**src/rtl/phy_rx_link_ctrl.sv**
```systemverilog
// rtl/phy_rx_link_ctrl.sv - PHY RX link controller: COM symbol lock, COM/IDL filtering, 4-lane round-robin steering
//
// Ports:
//   clk4f       byte clock, all state on the rising edge
//   reset       synchronous, active-high
//   in_byte     byte from the serial-to-parallel stage
//   in_valid    qualifies in_byte; low cycles carry no symbol
//   data_out    forwarded data byte (held when data_valid is low)
//   data_valid  data_out qualifier
//   lane_sel    lane of the byte on data_out (held when data_valid is low)
//   lane_valid  one-hot of lane_sel while data_valid is high, else zero
//   active      high while the link is locked
//   lock_lost   one-cycle pulse when lock is dropped on COM timeout
//   state       0=SEARCH 1=LOCKING 2=ACTIVE
module phy_rx_link_ctrl #(
    parameter logic [7:0] COM_SYM    = 8'hBC,
    parameter logic [7:0] IDL_SYM    = 8'h7C,
    parameter int         LOCK_COUNT = 4,
    parameter int         TIMEOUT    = 64
) (
    input  logic       clk4f,
    input  logic       reset,
    input  logic [7:0] in_byte,
    input  logic       in_valid,
    output logic [7:0] data_out,
    output logic       data_valid,
    output logic [1:0] lane_sel,
    output logic [3:0] lane_valid,
    output logic       active,
    output logic       lock_lost,
    output logic [1:0] state
);

    localparam int CW = (LOCK_COUNT < 2) ? 1 : $clog2(LOCK_COUNT + 1);
    localparam int TW = $clog2(TIMEOUT + 1);

    typedef enum logic [1:0] {
        ST_SEARCH  = 2'd0,
        ST_LOCKING = 2'd1,
        ST_ACTIVE  = 2'd2
    } state_e;

    state_e         state_q, state_d;
    logic [CW-1:0]  com_cnt_q, com_cnt_d, com_cnt_inc;
    logic [TW-1:0]  timer_q, timer_d, timer_inc;
    logic [1:0]     next_lane_q, next_lane_d;
    logic [7:0]     data_out_q, data_out_d;
    logic           data_valid_q, data_valid_d;
    logic [1:0]     lane_sel_q, lane_sel_d;
    logic [3:0]     lane_valid_q, lane_valid_d;
    logic           active_q, active_d;
    logic           lock_lost_q, lock_lost_d;

    logic is_com, is_idl, is_data;

    assign is_com  = in_valid && (in_byte == COM_SYM);
    assign is_idl  = in_valid && (in_byte == IDL_SYM);
    assign is_data = in_valid && !is_com && !is_idl;

    assign com_cnt_inc = com_cnt_q + 1'b1;
    assign timer_inc   = timer_q + 1'b1;

    always_comb begin
        state_d      = state_q;
        com_cnt_d    = com_cnt_q;
        timer_d      = timer_q;
        next_lane_d  = next_lane_q;
        data_out_d   = data_out_q;
        data_valid_d = 1'b0;
        lane_sel_d   = lane_sel_q;
        lane_valid_d = 4'b0000;
        lock_lost_d  = 1'b0;

        case (state_q)
            ST_LOCKING: begin
                if (is_com) begin
                    com_cnt_d = com_cnt_inc;
                    if (com_cnt_inc == CW'(LOCK_COUNT)) begin
                        state_d     = ST_ACTIVE;
                        timer_d     = '0;
                        next_lane_d = 2'd0;
                    end
                end else if (in_valid) begin
                    // Any non-COM symbol breaks the consecutive run.
                    com_cnt_d = '0;
                    state_d   = ST_SEARCH;
                end
            end

            ST_ACTIVE: begin
                if (is_com) begin
                    timer_d = '0;
                end else if (timer_inc == TW'(TIMEOUT)) begin
                    // Timeout wins over a DATA byte in the same cycle: it is dropped.
                    state_d     = ST_SEARCH;
                    lock_lost_d = 1'b1;
                    com_cnt_d   = '0;
                    next_lane_d = 2'd0;
                    timer_d     = '0;
                end else begin
                    timer_d = timer_inc;
                    if (is_data) begin
                        data_out_d   = in_byte;
                        data_valid_d = 1'b1;
                        lane_sel_d   = next_lane_q;
                        lane_valid_d = 4'b0001 << next_lane_q;
                        next_lane_d  = next_lane_q + 2'd1;
                    end
                end
            end

            // SEARCH, and the unused encoding which behaves as SEARCH.
            default: begin
                state_d = ST_SEARCH;
                if (is_com) begin
                    com_cnt_d = CW'(1);
                    if (LOCK_COUNT == 1) begin
                        state_d     = ST_ACTIVE;
                        timer_d     = '0;
                        next_lane_d = 2'd0;
                    end else begin
                        state_d = ST_LOCKING;
                    end
                end
            end
        endcase

        active_d = (state_d == ST_ACTIVE);
    end

    always_ff @(posedge clk4f) begin
        if (reset) begin
            state_q      <= ST_SEARCH;
            com_cnt_q    <= '0;
            timer_q      <= '0;
            next_lane_q  <= 2'd0;
            data_out_q   <= 8'h00;
            data_valid_q <= 1'b0;
            lane_sel_q   <= 2'd0;
            lane_valid_q <= 4'b0000;
            active_q     <= 1'b0;
            lock_lost_q  <= 1'b0;
        end else begin
            state_q      <= state_d;
            com_cnt_q    <= com_cnt_d;
            timer_q      <= timer_d;
            next_lane_q  <= next_lane_d;
            data_out_q   <= data_out_d;
            data_valid_q <= data_valid_d;
            lane_sel_q   <= lane_sel_d;
            lane_valid_q <= lane_valid_d;
            active_q     <= active_d;
            lock_lost_q  <= lock_lost_d;
        end
    end

    assign data_out   = data_out_q;
    assign data_valid = data_valid_q;
    assign lane_sel   = lane_sel_q;
    assign lane_valid = lane_valid_q;
    assign active     = active_q;
    assign lock_lost  = lock_lost_q;
    assign state      = state_q;

endmodule
```
**config.mk**
```make
export PLATFORM = sky130hd
export DESIGN_NAME = phy_rx_link_ctrl
export DESIGN_NICKNAME = d
export VERILOG_FILES = /design/src/rtl/phy_rx_link_ctrl.sv
export SDC_FILE = /design/constraint.sdc
export NUM_CORES = 1
export LEC_CHECK = 0
export ABC_AREA = 1
export BUFFER_PORTS_ARGS = -buffer_cell sky130_fd_sc_hd__buf_2
export CAP_MARGIN = 30
export CORE_ASPECT_RATIO = 1.1
export CORE_MARGIN = 2
export CORE_UTILIZATION = 40
export DETAILED_ROUTE_END_ITERATION = 7
export PLACE_DENSITY_LB_ADDON = 0.3
export SLEW_MARGIN = 40
export SYNTH_ARGS = -nofsm -noshare
export SYNTH_HDL_FRONTEND = slang
export SYNTH_SLANG_ARGS = --single-unit
```
**constraint.sdc**
```tcl
create_clock -name clk4f -period 3.7 [get_ports clk4f]
set_input_delay 0.74 -clock clk4f [delete_from_list [all_inputs] [get_ports clk4f]]
set_output_delay 0.74 -clock clk4f [all_outputs]
set_load 0.01 [all_outputs]
```
; ---- Yosys cells after proc, flatten, opt, wreduce, memory -nomap -nowiden
; Index checks and enable logic that the tools add are counted.
[op_classes]
add_sub_neg = 3
mul = 0
div = 0
n_lt_le_gt_ge = 0
n_eq_ne = 13
shift = 1
muxes = 26
bitwise = 4
reduce_logical = 15
[op_table]
columns = operator, n
row1 = $mux W7, 4
row2 = $mux W2, 10
row3 = $mux W3, 5
row4 = $pmux W7 S2, 1
row5 = $eq A8 B7 Y1 const B, 1
row6 = $eq A8 B8 Y1 const B, 1
row7 = $ne A2 B2 Y1 const B, 4
row8 = $pmux W2 S2, 2
row9 = $reduce_and A4 Y1, 2
row10 = $add A7 B1 Y7 const B, 1
row11 = $eq A7 B7 Y1 const B, 1
row12 = $ne A3 B3 Y1 const B, 2
row13 = $pmux W3 S2, 1
row14 = $reduce_and A5 Y1, 1
row15 = $reduce_or A5 Y1, 1
row16 = $eq A2 B2 Y1 const B, 2
row17 = $logic_and A1 B1 Y1, 4
row18 = $not A1 Y1, 4
row19 = $reduce_or A4 Y1, 1
row20 = $shl A1 B2 Y4 const A, 1
row21 = $add A3 B1 Y3 const B, 1
row22 = $eq A3 B3 Y1 const B, 1
row23 = $mux W1, 3
row24 = $reduce_and A3 Y1, 1
row25 = other kinds (6), 7
[totals]
reg_bits = 31
latchBits = 0
ramBits = 0
romBits = 0
elab_cells = 72
memories = 0

; ---- Logic depth before layout (Yosys ltp)
[logic_depth]
depth_word = 9
mapped_depth = 13
ltp_nobuf = 13

; ---- Worst setup path before layout
; OpenSTA, ideal clock, no wires.
[synth_timing]
path_type = input to register
startpoint = in in_byte[0]
endpoint = reg next_lane_q[1]
arrival_ps = 1702
slack_ps = 1885
stages = 8
n_path_buf = 0
cell_sequence = nor3_2 > nand3_2 > o21ai_2 > nand2_2 > clkinv_2 > nand2_1 > nor2_1 > nor2_1
[synth_between]
elab_chain_cells = 7
[synth_lines]
columns = element, line
row1 = from (decl), 23  ; input logic [7:0] in_byte,
row2 = $eq A8 B8 Y1, 56  ; assign is_com = in_valid && (in_byte == COM_SYM);
row3 = $logic_and A1 B1 Y1, 56
row4 = $logic_not A1 Y1, 58  ; assign is_data = in_valid && !is_com && !is_idl;
row5 = $logic_and A1 B1 Y1 (2 in a row), 58
row6 = $ne A3 B3 Y1 (no source line), n/a
row7 = $reduce_and A5 Y1 (no source line) (*), n/a
row8 = to (signal assigned), 147  ; next_lane_q <= next_lane_d;
row9 = to (decl), 46  ; logic [1:0] next_lane_q, next_lane_d;
; Mark *: on every way between the ends. The rest lies on a longest branch, timed or not.
; A chain may end at the register's enable or synchronous reset.

; ---- Final worst setup path
[layout_timing]
startpoint = in in_byte[0]
endpoint = reg timer_q[2]
[layout_between]
elab_chain_cells = 4
[layout_lines]
columns = element, line
row1 = $eq A8 B8 Y1 (*), 56
row2 = $logic_and A1 B1 Y1 (*), 56
row3 = $mux W7 or $ne A2 B2 Y1 (tied branches), n/a
row4 = $pmux W7 S2 or $reduce_and A3 Y1 (tied branches), n/a
row5 = to (signal assigned), 146  ; timer_q <= timer_d;
row6 = to (decl), 45  ; logic [TW-1:0] timer_q, timer_d, timer_inc;
; Marked as above.

==> reports/qor.yml <==
result_of_the_run: "complete, no violations"
num_vias: 1360
numClockSinks: 31
yosysWarningCount: 0
worst-endpoint-arrival_ns: 2.01
cts_buffer_depth: 2
worst_path_class_setup: "input pin to flip-flop"
startpoint_type: "input pin"
flops_latches_synth: 31
htree_num_levels: 2
post_cts.resized_instances: 0
via_per_inst: 4.71
drt-initial-drc-count: 61
fmaxAchievable_ghz: 0.541
fp.dieArea_um2: 4310
worst_clock_skew_ns: 0.00514
drive_above_1_share_pct: 26.4
peakVddDrop_mv: 0.242
count_of_antenna_violating_nets_left_after_detailed_routing: 0
clkTransAtPathRegs_ns: 0.06
timing.critical_path.slowest_stage_cell: "nor3_2"
clock_tree_from_tritoncts: "built"
synth_enable_flop_cells: 0
static-leakage-power_nw: 0.914
global_route.overflow_total: 0
worst_slew_pin_slew_ns: 0.538
postSynthNetCount: 219
clock_latency_ns: 0.29
crit_path_max_fanout: 8
unrepaired_setup_endpoints_after_global_routing: "false"
report.final.slew_viol_count: 0
gr-usage-all-layers_pct: 15.9
synth.cell_area_um2: 1520
ioPinCount: 30
totalPowerFinal_w: 0.000699
drt_pre_antenna_iters: 5
dp.cells: 281
finalCriticalPeriod_ns: 1.85
worst_hold_path_type: "flip-flop to flip-flop"
filler_cell_count: 376
fp.coreArea_um2: 3650
antenna_found_initial: 0
path_cells: "buf_2, nor3_2, nand3_2, o21ai_2, nand2_2, nand2_1, a22oi_1"
initial_core_util_pct: 41.6
cts-hold-fix-buffers: 0
grt_pass1_vias: 1171
detail_route.drc_violations: 0
postSynth.asyncResetShare_pct: 0
crit_path_buf_inv_count: 1
largest_net_degree_at_the_start_of_global_routing: 20
ys_dominant_reg_cell: "dfxtp_1"
final_cells: 289
place_congestion: 0.849
n_antenna_cell: 0
slew-limit-headroom_pct: 63.9
nNetsFinal: 254
yosys.cell_types.count: 32
grt_first_pass_wirelength_mm: 5.21
synth_seq_area_share_pct: 40.8
tns_ns: 0
finalHoldViolations: 0
syn_inst: 203
crit_family: "simple AND/OR/NAND/NOR gates"
area.growth.synth_to_final_pct: 21.1
required_time_at_the_endpoint_of_the_critical_path_ns: 3.86
cell_chosen_for_the_clock_root: "clkbuf_8"
place_hpwl_mm: 2.35
drv_cap: 0
setup_violations_final: 0
portBuffers: 29
avg_cell_area_syn_um2: 7.49
power.density_cell_area_nw_per_um2: 379
fp.dieW_um: 62.8
critical-path-max-stage-delay_ns: 0.30
core.rowCount: 23
wl_mm: 3.13
post_cts_buffers: 0
die_extent_in_y_um: 68.7
wire_per_inst_um: 10.8
cts-buffers-inserted: 5
period_share_pct: 49.9
finalCoreUtilization_pct: 50.4
critical_path.endpoint_type: "flip-flop"
[registers in the layout (all words and copies together) (netlist names)]
signal	count
lane_sel	2
state	2
data_out	8
data_valid	1
lane_valid	4
next_lane_q	2
active	1
com_cnt_q	3
timer_q	7
lock_lost	1
[where the power goes]
group	total (W)	leakage, nW	switching (W)	internal, W
combinational	0.0000189	0.604	0.0000128	0.00000617
sequential	0.000334	0.250	0.000000112	0.000334
clock	0.000347	0.0612	0.000129	0.000218
[per-layer routing]
layer  up-vias  routed length (um)  GRT usage, %
met5         -                   0             0
met1       593                1450          19.3
met2        33                1490          24.7
li1        732                   -             -
met4         0                  28          8.33
met3         2                 156          6.33
[logic make-up after synthesis]
kind of cell / after synthesis / synth area share, %
fa+ha+maj: 5 / 4.11
xor+xnor: 1 / 0.576
flops: 31 / 40.8
buf+inv: 26 / 6.66
simple gates: 109 / 36.2
compound gates: 31 / 11.7
[tightest hold or removal path, stage by stage, from the launching register on]
cell and delay (ns):
dfxtp_1 0.31, nand3_1 0.07, nand2_1 0.04
[layout make-up]
cell class                      instances  area (um2)  area share (%)
Inverter                               25        97.6            5.30
Timing Repair Buffer                   29         145            7.88
Sequential cell                        31         621            33.7
Clock buffer                            6        82.6            4.48
Tap cell                               50        62.6            3.39
Multi-Input combinational cell        146         800            43.4
Clock inverter                          2        35.0            1.90
[synthesized netlist by cell type (2+ instances only)]
cell / n / area share, %
nand2_1: 37 / 9.1
nor2_2: 3 / 1.2
nand2_2: 5 / 2.1
nand3_2: 4 / 2.6
nand2_4: 3 / 2.2
o21ai_0: 13 / 4.3
nor3_1: 2 / 0.66
inv_2: 2 / 0.49
a22oi_1: 3 / 1.5
inv_1: 20 / 4.9
dfxtp_1: 31 / 41
ha_1: 5 / 4.1
o21ai_1: 3 / 0.99
nor3_2: 2 / 1.3
a21oi_1: 8 / 2.6
nand4_1: 3 / 1.2
nor2_1: 29 / 7.2
nand3_1: 16 / 5.3
[stage by stage]
stage	setup slack, ns	cell area (um2)	hold slack [ns]
after floorplan	1.89	1520	0.435
after global placement	1.60	1730	0.457
after detailed placement	1.56	1730	0.459
after CTS	1.85	1840	0.468
after global routing	1.63	1840	0.498
final	1.85	1840	0.465
[final timing paths]
kind	slack, ns	end	startpoint	depth (start not counted)
max reg2reg	1.88	com_cnt_q[0]$_SDFFE_PP0P_	timer_q[0]$_SDFFE_PP0P_	9
max	1.85	timer_q[2]$_SDFFE_PP0P_	in_byte[0]	7
min	0.47	lane_sel[1]$_SDFFE_PP0P_	lane_sel[1]$_SDFFE_PP0P_	2
min reg2reg	0.47	lane_sel[1]$_SDFFE_PP0P_	lane_sel[1]$_SDFFE_PP0P_	2
[placed cells by master (no fill, tap or decap), types with 2 or more instances in the layout]
cell,synthesis,routed
clkinv_2,1,2
nor2_2,3,3
nor3_1,2,2
a21oi_1,8,8
a22oi_1,3,3
nand2_2,5,5
o21ai_1,3,3
o21ai_0,13,13
dfxtp_1,31,31
nand3_2,4,4
nand3_1,16,16
ha_1,5,5
nor3_2,2,2
nand2_1,37,37
inv_2,2,2
clkbuf_8,0,6
nand4_1,3,3
nand2_4,3,3
buf_2,0,29
nor2_1,29,29
inv_1,20,20
No activity file was read; power rests on OpenSTA's default activity.
